**config.mk**
```make
export PLATFORM = sky130hd
export DESIGN_NAME = muldiv_seq
export DESIGN_NICKNAME = d
export VERILOG_FILES = /design/src/rtl/muldiv_pkg.sv /design/src/rtl/muldiv_step.sv /design/src/rtl/muldiv_seq.sv
export SDC_FILE = /design/constraint.sdc
export NUM_CORES = 1
export LEC_CHECK = 0
export BUFFER_PORTS_ARGS = -buffer_cell sky130_fd_sc_hd__buf_2
export CORE_MARGIN = 4
export CORE_UTILIZATION = 49
export DETAILED_ROUTE_END_ITERATION = 10
export GPL_ROUTABILITY_DRIVEN = 0
export GPL_TIMING_DRIVEN = 1
export PLACE_DENSITY = 0.73
export REMOVE_ABC_BUFFERS = 1
export SYNTH_ARGS = -nofsm -noshare
export SYNTH_HDL_FRONTEND = slang
export SYNTH_SLANG_ARGS = --single-unit
```
**constraint.sdc**
```tcl
create_clock -name clk -period 6.7 [get_ports clk]
set_input_delay 1.005 -clock clk [delete_from_list [all_inputs] [get_ports clk]]
set_output_delay 1.005 -clock clk [all_outputs]
set_load 0.01 [all_outputs]
```
**src/rtl/muldiv_pkg.sv**
```systemverilog
`default_nettype none
// ============================================================================
//  Module      : muldiv_pkg
//  Description : Shared types and constants for the RV32M iterative
//                multiply/divide sequencer.
//  Revision    : 1.0  initial release
// ============================================================================
package muldiv_pkg;

    // funct3 encoding of the M-extension operations
    typedef enum logic [2:0] {
        OP_MUL    = 3'd0,
        OP_MULH   = 3'd1,
        OP_MULHSU = 3'd2,
        OP_MULHU  = 3'd3,
        OP_DIV    = 3'd4,
        OP_DIVU   = 3'd5,
        OP_REM    = 3'd6,
        OP_REMU   = 3'd7
    } muldiv_op_t;

    // Sequencer states
    typedef enum logic [1:0] {
        S_IDLE = 2'd0,
        S_MUL  = 2'd1,
        S_DIV  = 2'd2,
        S_DONE = 2'd3
    } muldiv_state_t;

    // Architectural constants for the 32-bit configuration
    localparam logic [31:0] DIV_BY_ZERO_Q = 32'hFFFF_FFFF;
    localparam logic [31:0] INT_MIN       = 32'h8000_0000;

endpackage : muldiv_pkg
`default_nettype wire

```
**src/rtl/muldiv_step.sv**
```systemverilog
`default_nettype none
// ============================================================================
//  Module      : muldiv_step
//  Description : Single iteration of the multiply/divide datapath.
//                Multiply: {hi,lo} is the product register with the
//                multiplier in lo; add the multiplicand into hi when lo[0]
//                is set, then shift the whole register right by one.
//                Divide: hi is the partial remainder, lo the dividend being
//                shifted out / quotient being shifted in; restoring step.
//  Revision    : 1.0  initial release
// ============================================================================
module muldiv_step #(
    parameter int DATA_WIDTH = 32
) (
    input  logic                  i_is_div,
    input  logic [DATA_WIDTH-1:0] i_hi,
    input  logic [DATA_WIDTH-1:0] i_lo,
    input  logic [DATA_WIDTH-1:0] i_operand,
    output logic [DATA_WIDTH-1:0] o_hi,
    output logic [DATA_WIDTH-1:0] o_lo
);

    logic [DATA_WIDTH:0] w_sum;
    logic [DATA_WIDTH:0] w_shift;
    logic                w_fits;

    // One shift-add or restoring-subtract iteration; the trial difference
    // is taken at DATA_WIDTH bits because it is only used when it fits.
    always_comb begin
        w_sum   = {1'b0, i_hi} + (i_lo[0] ? {1'b0, i_operand} : '0);
        w_shift = {i_hi, i_lo[DATA_WIDTH-1]};
        w_fits  = (w_shift >= {1'b0, i_operand});
        if (i_is_div) begin
            o_hi = w_fits ? (w_shift[DATA_WIDTH-1:0] - i_operand) : w_shift[DATA_WIDTH-1:0];
            o_lo = {i_lo[DATA_WIDTH-2:0], w_fits};
        end else begin
            o_hi = w_sum[DATA_WIDTH:1];
            o_lo = {w_sum[0], i_lo[DATA_WIDTH-1:1]};
        end
    end

endmodule : muldiv_step
`default_nettype wire

```
**src/rtl/muldiv_seq.sv**
```systemverilog
`default_nettype none
// ============================================================================
//  Module      : muldiv_seq
//  Description : Iterative RV32M multiply/divide sequencer for the execute
//                stage. Latches operand magnitudes, runs DATA_WIDTH
//                shift-add or restoring-divide steps while stalling the
//                pipeline, then applies the sign fix-up and pulses DoneE.
//  Revision    : 1.0  initial release
// ============================================================================
module muldiv_seq
    import muldiv_pkg::*;
#(
    parameter int DATA_WIDTH = 32,
    parameter int CNT_WIDTH  = $clog2(DATA_WIDTH) + 1
) (
    input  logic                  clk,
    input  logic                  rst_n,
    input  logic                  StartE,
    input  logic [2:0]            MulDivOpE,
    input  logic [DATA_WIDTH-1:0] SrcAE,
    input  logic [DATA_WIDTH-1:0] SrcBE,
    input  logic                  FlushE,
    output logic                  StallMD,
    output logic                  DoneE,
    output logic [DATA_WIDTH-1:0] ResultMD
);

    localparam logic [DATA_WIDTH-1:0] c_all_ones  = {DATA_WIDTH{1'b1}};
    localparam logic [DATA_WIDTH-1:0] c_int_min   = {1'b1, {(DATA_WIDTH-1){1'b0}}};
    localparam logic [CNT_WIDTH-1:0]  c_last_step = CNT_WIDTH'(DATA_WIDTH - 1);
    localparam logic [CNT_WIDTH-1:0]  c_cnt_max   = CNT_WIDTH'(DATA_WIDTH);

    muldiv_state_t           r_state;
    muldiv_state_t           w_state_nxt;
    logic [DATA_WIDTH-1:0]   r_hi;
    logic [DATA_WIDTH-1:0]   r_lo;
    logic [DATA_WIDTH-1:0]   r_operand;
    logic [CNT_WIDTH-1:0]    r_cnt;
    logic [2:0]              r_op;
    logic                    r_neg;
    logic [DATA_WIDTH-1:0]   r_result;

    muldiv_op_t              w_op;
    logic                    w_a_signed;
    logic                    w_b_signed;
    logic                    w_a_neg;
    logic                    w_b_neg;
    logic                    w_is_div;
    logic [DATA_WIDTH-1:0]   w_abs_a;
    logic [DATA_WIDTH-1:0]   w_abs_b;
    logic                    w_b_zero;
    logic                    w_overflow;
    logic                    w_special;
    logic [DATA_WIDTH-1:0]   w_special_res;
    logic                    w_neg_flag;
    logic                    w_start;
    logic                    w_busy;
    logic                    w_last;
    logic [DATA_WIDTH-1:0]   w_step_hi;
    logic [DATA_WIDTH-1:0]   w_step_lo;
    logic [2*DATA_WIDTH-1:0] w_prod;
    logic [2*DATA_WIDTH-1:0] w_prod_fix;
    logic [DATA_WIDTH-1:0]   w_mul_res;
    logic [DATA_WIDTH-1:0]   w_div_raw;
    logic [DATA_WIDTH-1:0]   w_div_res;
    logic [DATA_WIDTH-1:0]   w_final;

    // Operand decode: signedness, magnitudes, and the divide special cases
    always_comb begin
        w_op       = muldiv_op_t'(MulDivOpE);
        w_is_div   = MulDivOpE[2];
        w_a_signed = (w_op == OP_MUL) || (w_op == OP_MULH) || (w_op == OP_MULHSU) ||
                     (w_op == OP_DIV) || (w_op == OP_REM);
        w_b_signed = (w_op == OP_MULH) || (w_op == OP_DIV) || (w_op == OP_REM);
        w_a_neg    = w_a_signed & SrcAE[DATA_WIDTH-1];
        w_b_neg    = w_b_signed & SrcBE[DATA_WIDTH-1];
        w_abs_a    = w_a_neg ? -SrcAE : SrcAE;
        w_abs_b    = w_b_neg ? -SrcBE : SrcBE;
        w_b_zero   = (SrcBE == '0);
        w_overflow = ((w_op == OP_DIV) || (w_op == OP_REM)) &&
                     (SrcAE == c_int_min) && (SrcBE == c_all_ones);
        w_special  = w_is_div & (w_b_zero | w_overflow);
        // funct3[1] distinguishes remainder from quotient in the divide group
        if (w_b_zero) begin
            w_special_res = MulDivOpE[1] ? SrcAE : c_all_ones;
        end else begin
            w_special_res = MulDivOpE[1] ? '0 : c_int_min;
        end
        // Remainder follows the dividend; everything else follows the XOR
        w_neg_flag = (w_op == OP_REM) ? w_a_neg : (w_a_neg ^ w_b_neg);
        w_start    = (r_state == S_IDLE) & StartE & ~FlushE;
    end

    assign w_busy = (r_state == S_MUL) || (r_state == S_DIV);
    assign w_last = w_busy && (r_cnt == c_last_step);

    muldiv_step #(
        .DATA_WIDTH (DATA_WIDTH)
    ) u_step (
        .i_is_div  (r_state == S_DIV),
        .i_hi      (r_hi),
        .i_lo      (r_lo),
        .i_operand (r_operand),
        .o_hi      (w_step_hi),
        .o_lo      (w_step_lo)
    );

    // Sign fix-up and result selection applied to the final step's output
    always_comb begin
        w_prod     = {w_step_hi, w_step_lo};
        w_prod_fix = r_neg ? -w_prod : w_prod;
        w_mul_res  = (r_op == OP_MUL) ? w_prod_fix[DATA_WIDTH-1:0]
                                      : w_prod_fix[2*DATA_WIDTH-1:DATA_WIDTH];
        w_div_raw  = r_op[1] ? w_step_hi : w_step_lo;
        w_div_res  = r_neg ? -w_div_raw : w_div_raw;
        w_final    = (r_state == S_DIV) ? w_div_res : w_mul_res;
    end

    // State register
    always_ff @(posedge clk or negedge rst_n) begin
        if (!rst_n) begin
            r_state <= S_IDLE;
        end else begin
            r_state <= w_state_nxt;
        end
    end

    // Next-state, stall request and completion pulse
    always_comb begin
        w_state_nxt = r_state;
        StallMD     = 1'b0;
        DoneE       = 1'b0;
        case (r_state)
            S_IDLE: begin
                if (w_start) begin
                    if (w_special) begin
                        w_state_nxt = S_DONE;
                    end else begin
                        w_state_nxt = w_is_div ? S_DIV : S_MUL;
                        StallMD     = 1'b1;
                    end
                end
            end
            S_MUL, S_DIV: begin
                StallMD = 1'b1;
                if (FlushE) begin
                    w_state_nxt = S_IDLE;
                end else if (w_last) begin
                    w_state_nxt = S_DONE;
                end
            end
            S_DONE: begin
                DoneE       = 1'b1;
                w_state_nxt = S_IDLE;
            end
            default: begin
                w_state_nxt = S_IDLE;
            end
        endcase
    end

    // Operand capture, iteration, saturating counter and result register
    always_ff @(posedge clk or negedge rst_n) begin
        if (!rst_n) begin
            r_hi      <= '0;
            r_lo      <= '0;
            r_operand <= '0;
            r_cnt     <= '0;
            r_op      <= '0;
            r_neg     <= 1'b0;
            r_result  <= '0;
        end else if (w_start) begin
            r_hi      <= '0;
            r_lo      <= w_abs_a;
            r_operand <= w_abs_b;
            r_cnt     <= '0;
            r_op      <= MulDivOpE;
            r_neg     <= w_neg_flag;
            if (w_special) begin
                r_result <= w_special_res;
            end
        end else if (w_busy && !FlushE) begin
            r_hi <= w_step_hi;
            r_lo <= w_step_lo;
            if (r_cnt != c_cnt_max) begin
                r_cnt <= r_cnt + CNT_WIDTH'(1);
            end
            if (w_last) begin
                r_result <= w_final;
            end
        end
    end

    assign ResultMD = r_result;

endmodule : muldiv_seq
`default_nettype wire
```
==> flow_summary.toml <==
[synth]
yosysTopAreaCell = "sky130_fd_sc_hd__dfrtp_1"
avgSynthCellArea_sq_um = 7.279
yosys_register_bits = 140
synthMostInstantiatedCell = "sky130_fd_sc_hd__nand2_1"
cell_types_with_the_highest_counts_after_synthesis = "sky130_fd_sc_hd__nand2_1, sky130_fd_sc_hd__o21ai_0, sky130_fd_sc_hd__nor2_1, sky130_fd_sc_hd__a21oi_1, sky130_fd_sc_hd__dfrtp_1"
synthesis.area_sq_mm = 0.01651
synthArstFlopShare_pct = 100.0
synth-edff-count = 0
synth_top_cells_by_area = "sky130_fd_sc_hd__dfrtp_1, sky130_fd_sc_hd__o21ai_0, sky130_fd_sc_hd__nand2_1"
synth_sequential_area_ratio_pct = 21.22
yosysUniqueCellTypes = 99
synth.top_cell.area_share_pct = 21.22
syn_inst = 2268
dominantRegCellSynth = "sky130_fd_sc_hd__dfrtp_1"
yosysWarningCount = 0

[die]
floorplan.die.width_um = 191.6
floorplan.initialDensity_pct = 50.23
die_h_um = 191.6
io-pin-count = 105
placeableCoreArea_sq_mm = 0.03287
die_area_sq_mm = 0.03669
rows = 66

[final_layout]
area_growth_syn_to_layout_pct = 9.390
multiInputGateArea_sq_mm = 0.01221
fin_util_pct = 54.95
layout-drive-gt1-share_pct = 11.05
layout.area.seq_sq_mm = 0.003506
finish.net_count = 2443
antenna_cells = 0
fillCellCount = 3167

[global_routing]
antenna_found_initial = 2
global_route.usage.total_pct = 32.60
overflow = 0
vias_in_the_first_global_route = 17351
grt_first_pass_wirelength_um = 94790
largest_net_degree_at_the_start_of_global_routing = 89

[power_and_ir_drop]
clockPowerShare_pct = 10.4
logic_gate_share_of_total_power_pct = 74.7
sw_frac_of_total_pct = 56.86
p_int_mw = 4.569
switching_power_mw = 6.021
leakagePower_nw = 7.477
ir_worst_vdd_mv = 0.3926
seqPwrFrac_pct = 14.9
p_per_area_mw_per_mm2 = 586.4

[clock_network]
cts_inserted_buffers = 17
cts.sink_count = 140
clockBufferDepth = 2
post_cts_buffers = 0
cts-root-buf = "sky130_fd_sc_hd__clkbuf_16"
ctsHtreeMaxLevel = 4
post_cts_resized = 0
cts_hold_buf = 0
clk_pin_slew_worst_paths_ns = 0.07
cts_tree = "done"
clk-insertion-delay-late_ns = 0.45

[timing]
finalSetupTns_ns = 0
timing_worst_slew_pin_value_ns = 1.020
maxClockFrequency_mhz = 157.4
fin_worst_skew_ns = 0.01419
rsz0062_at_grt = "no"
maxSlewHeadroom_pct = 31.87
final_critical_path_share_of_the_clock_period_pct = 94.85
finalHoldViolations = 0
timing_max_transition_violations_final = 0
layout_min_cycle_time_ns = 6.355
finalSetupViolCount = 0
hold_ws_ns = 0.4602

[worst_setup_path]
reg2regPathDepth = 18
rr_endpoint = "ResultMD[26]"
worstPathArrival_ns = 6.68
worst_ep_required_time_ns = 7.03
reg2reg_slack_ns = 0.35
crit_path_max_fanout = 12
worst_setup_path_start_kind = "flip-flop"
setup.worst_path.class = "reg2reg"
critical_path.reg2reg.startpoint = "r_hi[17]"
timing.critical_path.to_type = "flip-flop"

[drt]
routed_via_density = 6.772
num_vias = 18622
drtIter0Drc = 2761
wl_per_cell_um = 22.31
routed_wirelength_um = 61350
ant_nets = 0
drt_pre_antenna_iters = 7
drc = 0

[worst_hold_path]
hp-start = "ResultMD[1]"
worst_hold_depth = 2
whs_endpoint = "ResultMD[1]"
timing.hold.worst.class = "reg2reg"

[placement]
hpwlAfterDp_um = 45370
placement.io_buffers = 104

[status]
outcome = "complete, no violations"

[run]
maxCapViolCount = 0
[layer usage]
metal  track usage, %  routed length (um)  vias up
li1                 -                   -     8407
met1            42.78               24540     8738
met2            51.36               26760     1171
met3            6.775                6232      304
met4            15.52                3800        2
met5                0                  19        -
[registers in the layout, summed over array words and instances, names as in the netlist]
name and cells:
r_op 3, r_hi 32, r_operand 32, r_lo 32
r_state 2, r_cnt 6, r_neg 1, ResultMD 32
[per-stage QoR]
stage | setup slack (ns) | instance area [sq um] | power (mW) | std cells
floorplan | -2.015 | 15920 | 6.858 | 2124
global placement | 0.7053 | 17410 | 9.012 | 2718
detailed placement | 0.5266 | 17410 | 9.131 | 2718
CTS | 0.5239 | 18060 | 10.30 | 2750
global route | 0.08643 | 18060 | 11.23 | 2750
finish | 0.3453 | 18060 | 10.59 | 2750
[worst max path at each step]
stage / to / startpoint / slack (ns)
after floorplan: ResultMD[26] / r_state[0] / -2.01
after global placement: ResultMD[26] / r_hi[17] / 0.71
after detailed placement: ResultMD[26] / r_hi[17] / 0.53
after CTS: ResultMD[26] / r_hi[17] / 0.52
after global routing: ResultMD[26] / r_hi[17] / 0.09
final: ResultMD[26] / r_hi[17] / 0.35
[layout by cell type (no fill, tap or decap), types with 48 or more instances in the layout]
cell type                  netlist  layout
sky130_fd_sc_hd__nand2_1       293     293
sky130_fd_sc_hd__ha_1           75      74
sky130_fd_sc_hd__buf_2          21     103
sky130_fd_sc_hd__xnor2_1        80      80
sky130_fd_sc_hd__buf_4           1      48
sky130_fd_sc_hd__nor3_1         69      68
sky130_fd_sc_hd__o21ai_0       233     233
sky130_fd_sc_hd__a21oi_1       158     158
sky130_fd_sc_hd__inv_1          66      66
sky130_fd_sc_hd__dfrtp_1       140     138
sky130_fd_sc_hd__o211ai_1       49      49
sky130_fd_sc_hd__nand3_1        50      50
sky130_fd_sc_hd__nor2_1        183     181
sky130_fd_sc_hd__xor2_1         85      85
[power by group through the flow]
stage	registers, mW	clock network (mW)	logic [mW]
3_3_place_gp	1.56	0	7.45
6_report	1.58	1.10	7.91
4_1_cts	1.56	1.10	7.64
2_1_floorplan	1.46	0	5.40
3_5_place_dp	1.57	0	7.56
5_1_grt	1.61	1.14	8.49
[worst max-delay path, cell delays in order (launching register included)]
cell and delay, ns:
sky130_fd_sc_hd__dfrtp_1 0.44, sky130_fd_sc_hd__ha_1 0.46, sky130_fd_sc_hd__a21oi_1 0.27, sky130_fd_sc_hd__o21ai_1 0.11, sky130_fd_sc_hd__a221o_2 0.48, sky130_fd_sc_hd__a211oi_4 0.31, sky130_fd_sc_hd__a31o_2 0.31, sky130_fd_sc_hd__ha_1 0.24
sky130_fd_sc_hd__o211ai_1 0.15, sky130_fd_sc_hd__nor3_1 0.40, sky130_fd_sc_hd__nand2b_1 0.19, sky130_fd_sc_hd__or3_1 0.49, sky130_fd_sc_hd__or4_1 0.71, sky130_fd_sc_hd__or3_1 0.60, sky130_fd_sc_hd__o41ai_1 0.39, sky130_fd_sc_hd__xnor2_1 0.17
sky130_fd_sc_hd__o21ai_1 0.08, sky130_fd_sc_hd__a221oi_1 0.30, sky130_fd_sc_hd__o21ai_1 0.11
[cell families (layout without fill, tap and decap cells)]
group,after synthesis,after routing,synth area share (%)
xor+xnor,165,165,8.753
buf+inv,210,250,5.047
flops,140,140,21.22
simple gates,852,852,24.91
fa+ha+maj,77,77,5.926
compound gates,762,762,30.11
mux,62,62,4.032
[final cells by class]
| cell class | count | share of cell area (%) |
|---|---|---|
| clock inverters | 9 | 0.8660 |
| flip-flops and latches | 140 | 19.41 |
| multi-input cells | 1918 | 67.62 |
| repair buffers | 152 | 4.912 |
| well taps | 442 | 3.062 |
| inverters | 66 | 1.372 |
| clock buffers | 23 | 2.757 |
(Power assumes the default switching activity.)
